<file path="config.mk">
export PLATFORM = sky130hd
export DESIGN_NAME = conv_channel_sequencer
export DESIGN_NICKNAME = d
export VERILOG_FILES = /design/src/rtl/conv_channel_sequencer.sv
export SDC_FILE = /design/constraint.sdc
export NUM_CORES = 1
export LEC_CHECK = 0
export ABC_AREA = 0
export CELL_PAD_IN_SITES_DETAIL_PLACEMENT = 1
export CELL_PAD_IN_SITES_GLOBAL_PLACEMENT = 2
export CORE_ASPECT_RATIO = 1.2
export CORE_UTILIZATION = 31
export CTS_CLUSTER_DIAMETER = 80
export DETAILED_ROUTE_END_ITERATION = 12
export MAX_ROUTING_LAYER = met4
export PLACE_DENSITY_LB_ADDON = 0.08
export SYNTH_ARGS = -nofsm -noshare
export SYNTH_HDL_FRONTEND = slang
export SYNTH_SLANG_ARGS = --single-unit
</file>
<file path="constraint.sdc">
create_clock -name clock -period 8.75 [get_ports clock]
set_clock_uncertainty 0.1 [all_clocks]
set_input_delay 1.75 -clock clock [delete_from_list [all_inputs] [get_ports clock]]
set_output_delay 1.75 -clock clock [all_outputs]
set_load 0.02 [all_outputs]
</file>
<file path="src/rtl/conv_channel_sequencer.sv">
// Depthwise conv layer controller: loads per-channel weights/biases from the
// parameter memory, flushes the shared engine and streams one channel at a time.
module conv_channel_sequencer #(
  parameter int PIX_WIDTH  = 8,
  parameter int ADDR_WIDTH = 12,
  parameter int CH_WIDTH   = 8
) (
  input  logic                      clock,
  input  logic                      reset,
  input  logic                      start,
  input  logic [CH_WIDTH-1:0]       num_channels,
  input  logic [7:0]                input_dim,
  input  logic                      stride,
  output logic                      busy,
  output logic                      done,
  output logic                      cfg_err,
  output logic                      pmem_rd,
  output logic [ADDR_WIDTH-1:0]     pmem_addr,
  input  logic [PIX_WIDTH-1:0]      pmem_data,
  input  logic                      pix_valid,
  input  logic [PIX_WIDTH-1:0]      pix_data,
  output logic                      pix_ready,
  output logic [8:0][PIX_WIDTH-1:0] conv_weights,
  output logic [8:0][PIX_WIDTH-1:0] conv_biases,
  output logic                      conv_flush,
  output logic [PIX_WIDTH-1:0]      conv_pixel,
  output logic                      conv_pixel_valid,
  input  logic                      conv_idle,
  output logic                      conv_accept,
  input  logic [31:0]               conv_result,
  input  logic                      conv_result_valid,
  output logic [31:0]               out_data,
  output logic                      out_valid,
  input  logic                      out_ready
);

  typedef enum logic [2:0] {
    S_IDLE,
    S_LOAD,
    S_FLUSH,
    S_STREAM,
    S_NEXT,
    S_DONE
  } state_t;

  localparam logic [CH_WIDTH-1:0]   CH_ONE    = CH_WIDTH'(1);
  localparam logic [ADDR_WIDTH-1:0] CH_STRIDE = ADDR_WIDTH'(18);
  localparam logic [4:0]            LOAD_END  = 5'd18;

  state_t                state, state_next;
  logic [CH_WIDTH-1:0]   nch_q;
  logic [CH_WIDTH-1:0]   ch_q;
  logic [ADDR_WIDTH-1:0] base_q;
  logic [4:0]            k_q;
  logic [15:0]           pix_total_q;
  logic [15:0]           res_total_q;
  logic [15:0]           pix_cnt;
  logic [15:0]           res_cnt;
  logic                  done_q;
  logic                  cfg_err_q;

  logic                  done_set;
  logic                  cfg_set;
  logic                  res_take;
  logic [15:0]           pix_cnt_nxt;
  logic [15:0]           res_cnt_nxt;
  logic [7:0]            n_out;
  logic [15:0]           e_calc;
  logic [15:0]           p_calc;

  assign n_out  = ((input_dim - 8'd3) >> stride) + 8'd1;
  assign e_calc = 16'(n_out) * 16'(n_out);
  assign p_calc = 16'(input_dim) * 16'(input_dim);

  assign busy             = (state != S_IDLE) && (state != S_DONE);
  assign done             = (state == S_DONE) || done_q;
  assign cfg_err          = cfg_err_q;
  assign pmem_rd          = (state == S_LOAD) && (k_q < LOAD_END);
  assign pmem_addr        = pmem_rd ? (base_q + ADDR_WIDTH'(k_q)) : '0;
  assign conv_flush       = (state == S_FLUSH);
  assign pix_ready        = (state == S_STREAM) && conv_idle && (pix_cnt < pix_total_q);
  assign conv_pixel       = pix_data;
  assign conv_pixel_valid = pix_valid && pix_ready;
  assign conv_accept      = out_ready;
  // Results past the expected count are swallowed, not forwarded nor counted.
  assign res_take         = (state == S_STREAM) && conv_result_valid && (res_cnt < res_total_q);
  assign out_valid        = res_take;
  assign out_data         = conv_result;
  assign pix_cnt_nxt      = pix_cnt + 16'(conv_pixel_valid);
  assign res_cnt_nxt      = res_cnt + 16'(res_take);

  always_comb begin
    state_next = state;
    done_set   = 1'b0;
    cfg_set    = 1'b0;
    case (state)
      S_IDLE: begin
        if (start) begin
          if (input_dim < 8'd3) begin
            done_set = 1'b1;
            cfg_set  = 1'b1;
          end else if (num_channels == '0) begin
            done_set = 1'b1;
          end else begin
            state_next = S_LOAD;
          end
        end
      end
      S_LOAD:   if (k_q == LOAD_END) state_next = S_FLUSH;
      S_FLUSH:  state_next = S_STREAM;
      S_STREAM: begin
        if ((pix_cnt_nxt == pix_total_q) && (res_cnt_nxt == res_total_q))
          state_next = S_NEXT;
      end
      S_NEXT:   state_next = ((ch_q + CH_ONE) == nch_q) ? S_DONE : S_LOAD;
      S_DONE:   state_next = S_IDLE;
      default:  state_next = S_IDLE;
    endcase
  end

  always_ff @(posedge clock or posedge reset) begin
    if (reset) begin
      state        <= S_IDLE;
      nch_q        <= '0;
      ch_q         <= '0;
      base_q       <= '0;
      k_q          <= '0;
      pix_total_q  <= '0;
      res_total_q  <= '0;
      pix_cnt      <= '0;
      res_cnt      <= '0;
      done_q       <= 1'b0;
      cfg_err_q    <= 1'b0;
      conv_weights <= '0;
      conv_biases  <= '0;
    end else begin
      state     <= state_next;
      done_q    <= done_set;
      cfg_err_q <= cfg_set;
      case (state)
        S_IDLE: begin
          if (state_next == S_LOAD) begin
            nch_q       <= num_channels;
            pix_total_q <= p_calc;
            res_total_q <= e_calc;
            ch_q        <= '0;
            base_q      <= '0;
            k_q         <= '0;
          end
        end
        S_LOAD: begin
          k_q <= k_q + 5'd1;
          // Byte k arrives one cycle after its read, i.e. while k_q == k+1.
          for (int unsigned i = 0; i < 9; i++) begin
            if (k_q == 5'(i + 1))  conv_weights[i] <= pmem_data;
            if (k_q == 5'(i + 10)) conv_biases[i]  <= pmem_data;
          end
        end
        S_FLUSH: begin
          pix_cnt <= '0;
          res_cnt <= '0;
        end
        S_STREAM: begin
          pix_cnt <= pix_cnt_nxt;
          res_cnt <= res_cnt_nxt;
        end
        S_NEXT: begin
          ch_q   <= ch_q + CH_ONE;
          base_q <= base_q + CH_STRIDE;
          k_q    <= '0;
        end
        default: ;
      endcase
    end
  end

endmodule

</file>
==> key figures <==
Status
  – Outcome: complete, no violations

Floorplanning
  – Num rows: 90
  – Die Wd: 208.8 um
  – Initial Util: 0.3154
  – Total die area: 52250 sq um
  – I/O pin cnt: 277
  – Core footprint: 50450 sq um
  – Die height: 250.2 um

Run
  – Max Cap Viol: 0

Global routing
  – Largest net degree at the start of global routing: 131
  – Total GRT Usage: 0.1789
  – Initial antenna violation count: 1
  – First-pass GRT wire length: 72040 um
  – Vias in the first global route: 12350
  – Total grt overflow: 0

Cells and area
  – Final #Nets: 1928
  – Layout cells sized above 1: 0.1480
  – Fill count: 5629
  – Register Area: 6081 sq um
  – Antenna cells: 0
  – Layout area overhead: 21.49%
  – Multi-input logic area: 8762 sq um

Synth
  – Synth Instances: 1571
  – Top_reg_cell synth: dfrtp_1
  – YS warnings: 0
  – FFs w/ async S/R, synth: 1.000
  – Area leader, netlist: dfrtp_1
  – Post-synth EDFFs: 0
  – Synth Register Bits: 243
  – Yosys cell types: 68
  – Top-count cell post-synth: dfrtp_1
  – Register area share after synthesis: 0.3821
  – Mapped Area: 15910 sq um
  – Most instantiated cells after synthesis: 243 x dfrtp_1, 165 x mux2_2, 142 x nand2_1, 127 x inv_1, 104 x ha_1
  – Synth top area share: 0.3821
  – Largest cells by area after synthesis: dfrtp_1 38%, mux2_2 12%, ha_1 8.2%, fa_1 6.4%, nand2_1 3.3%
  – Avg Cell Area, Syn: 10.13 sq um

Route
  – Vias: 11730
  – Drt initial violations: 402
  – Detail Route Antenna Nets: 0
  – Residual DRC count: 0
  – Average wire per standard cell: 18.81 um
  – Final WL: 44530 um
  – Via density: 4.957
  – First-pass DRT Iterations: 4

Placed design
  – Port bufs: 194
  – Gpl congestion: 0.7864
  – Post-DP HPWL: 34120 um

STA
  – Max Slew Vio Count: 0
  – RSZ-0062 raised after global routing: no
  – Post-route setup TNS: 0 ns
  – Hold slack: 0.4013 ns
  – Worst slew margin: 0.3070
  – F_max: 0.1230 GHz
  – Final period utilization: 0.9290
  – Post-layout min period: 8.129 ns
  – Hold Fails Final Rpt: 0
  – Final setup viols: 0
  – Worst slew pin tran: 1.036 ns

CTS
  – Post-CTS Setup Repair Bufs: 0
  – CTS Buffer Depth: 3
  – Clk Latency, worst-skew pair: 0.55 ns
  – Depth of the CTS H-tree: 1
  – Hold-fix buffers at CTS: 0
  – Clock Root Buffer: clkbuf_16
  – Clock-pin slew on the worst setup and hold paths: 0.06 ns
  – Clk sink count: 243
  – CTS Buf Count: 28
  – PostCTS Resize Cnt: 0
  – CTS tree: built

Critical path
  – Crit end category: flop
  – Kind of critical path: in -> reg
  – FF-to-FF Start: pix_cnt[1]
  – Critical path data required time: 9.07 ns
  – Arrival time worst endpoint: 8.45 ns
  – CP startpoint: input_dim[0]
  – Startpoint types: input pin
  – CP Max Fanout: 6

Power
  – Pleak: 0.008780 uW
  – Pwr dens: 353.8 nW/um^2
  – Peak VDD IR: 0.1268 mV

Min path
  – Min-delay src: conv_biases[14]
  – Hold Crit Class: reg -> reg
per-layer routing:
metal	track usage	wire (um)	vias up
li1	-	-	5635
met1	0.2270	20320	5831
met2	0.3058	22110	226
met3	0.02445	1579	41
met4	0.03130	522	0
met5	-	0	-
worst paths after layout:
path	endpoint	slack [ns]	depth (start not counted)
worst max-delay path	res_total_q[15]	0.62	22
worst min-delay path	conv_biases[14]	0.40	1
worst max register to register	state[2]	3.41	16
worst min register to register	conv_biases[14]	0.40	1
max in group asynchronous	nch_q[1]	5.35	3
min in group asynchronous	conv_biases[67]	1.68	2
worst max-delay path, cell delays in order:
cell and delay (ns):
clkdlybuf4s50_1 0.51, ha_1 0.31, or4_4 0.49, o21a_1 0.22
o2111ai_1 0.32, nor3_1 0.13, o41ai_4 0.41, or2_2 0.21
inv_1 0.06, fa_1 0.54, inv_1 0.05, fa_1 0.47
fa_1 0.56, inv_1 0.07, fa_1 0.48, ha_1 0.27
a2111oi_0 0.48, nor3_1 0.16, a41o_1 0.28, o41ai_1 0.40
o21a_1 0.21, o31ai_2 0.06
registers in the layout (all words and copies together) (netlist names), 5 cells and up:
name          count
conv_weights     72
pix_total_q      15
base_q           11
conv_biases      72
res_total_q      15
nch_q             8
res_cnt          16
pix_cnt          16
ch_q              8
k_q               5
where the power goes:
group	total, uW	switching [uW]	internal, uW
clock	1400	493	909
combinational	3540	1890	1660
sequential	1900	324	1570
total	6840	2700	4140
stage by stage:
step,total power (uW),area [sq um],setup slack [ns],instances,util
finish,6839,19330,0.6214,2367,0.3832
global route,7391,19330,0.04418,2367,0.3832
detailed placement,5516,18230,-0.06110,2315,0.3613
CTS,6960,19330,0.5231,2367,0.3832
global placement,5442,18230,0.2149,2315,0.3613
floorplan,4162,15920,0.2268,1572,-
logic make-up (layout without fill, tap and decap cells):
logic type / after synthesis / in the layout / synth area share
adder cells (fa/ha/maj): 155 / 155 / 0.1459
AND/OR/NAND/NOR: 419 / 419 / 0.1279
other: 1 / 2 / 0.0002357
multiplexers: 165 / 165 / 0.1168
AO/OA/AOI/OAI: 242 / 242 / 0.1021
XOR/XNOR: 104 / 104 / 0.05724
flip-flops: 243 / 243 / 0.3821
buffers and inverters: 242 / 393 / 0.06770
placed cells by master, fill, tap and decap left out, drive strengths merged, types with 52 or more instances in the layout:
cell type,count
xnor2,52
mux2,165
o21ai,85
ha,104
inv,128
dfrtp,243
nor2,76
clkdlybuf4s50,194
nand2,142
xor2,52
area by class of cell:
type / count / share of cell area
Sequential cell: 243 / 0.3145
Inverter: 127 / 0.02505
Timing Repair Buffer: 214 / 0.1082
Multi-Input combinational cell: 1087 / 0.4532
Clock inverter: 19 / 0.01845
Tap cell: 644 / 0.04168
Clock buffer: 33 / 0.03883
Power figures use the tool's default switching activity.
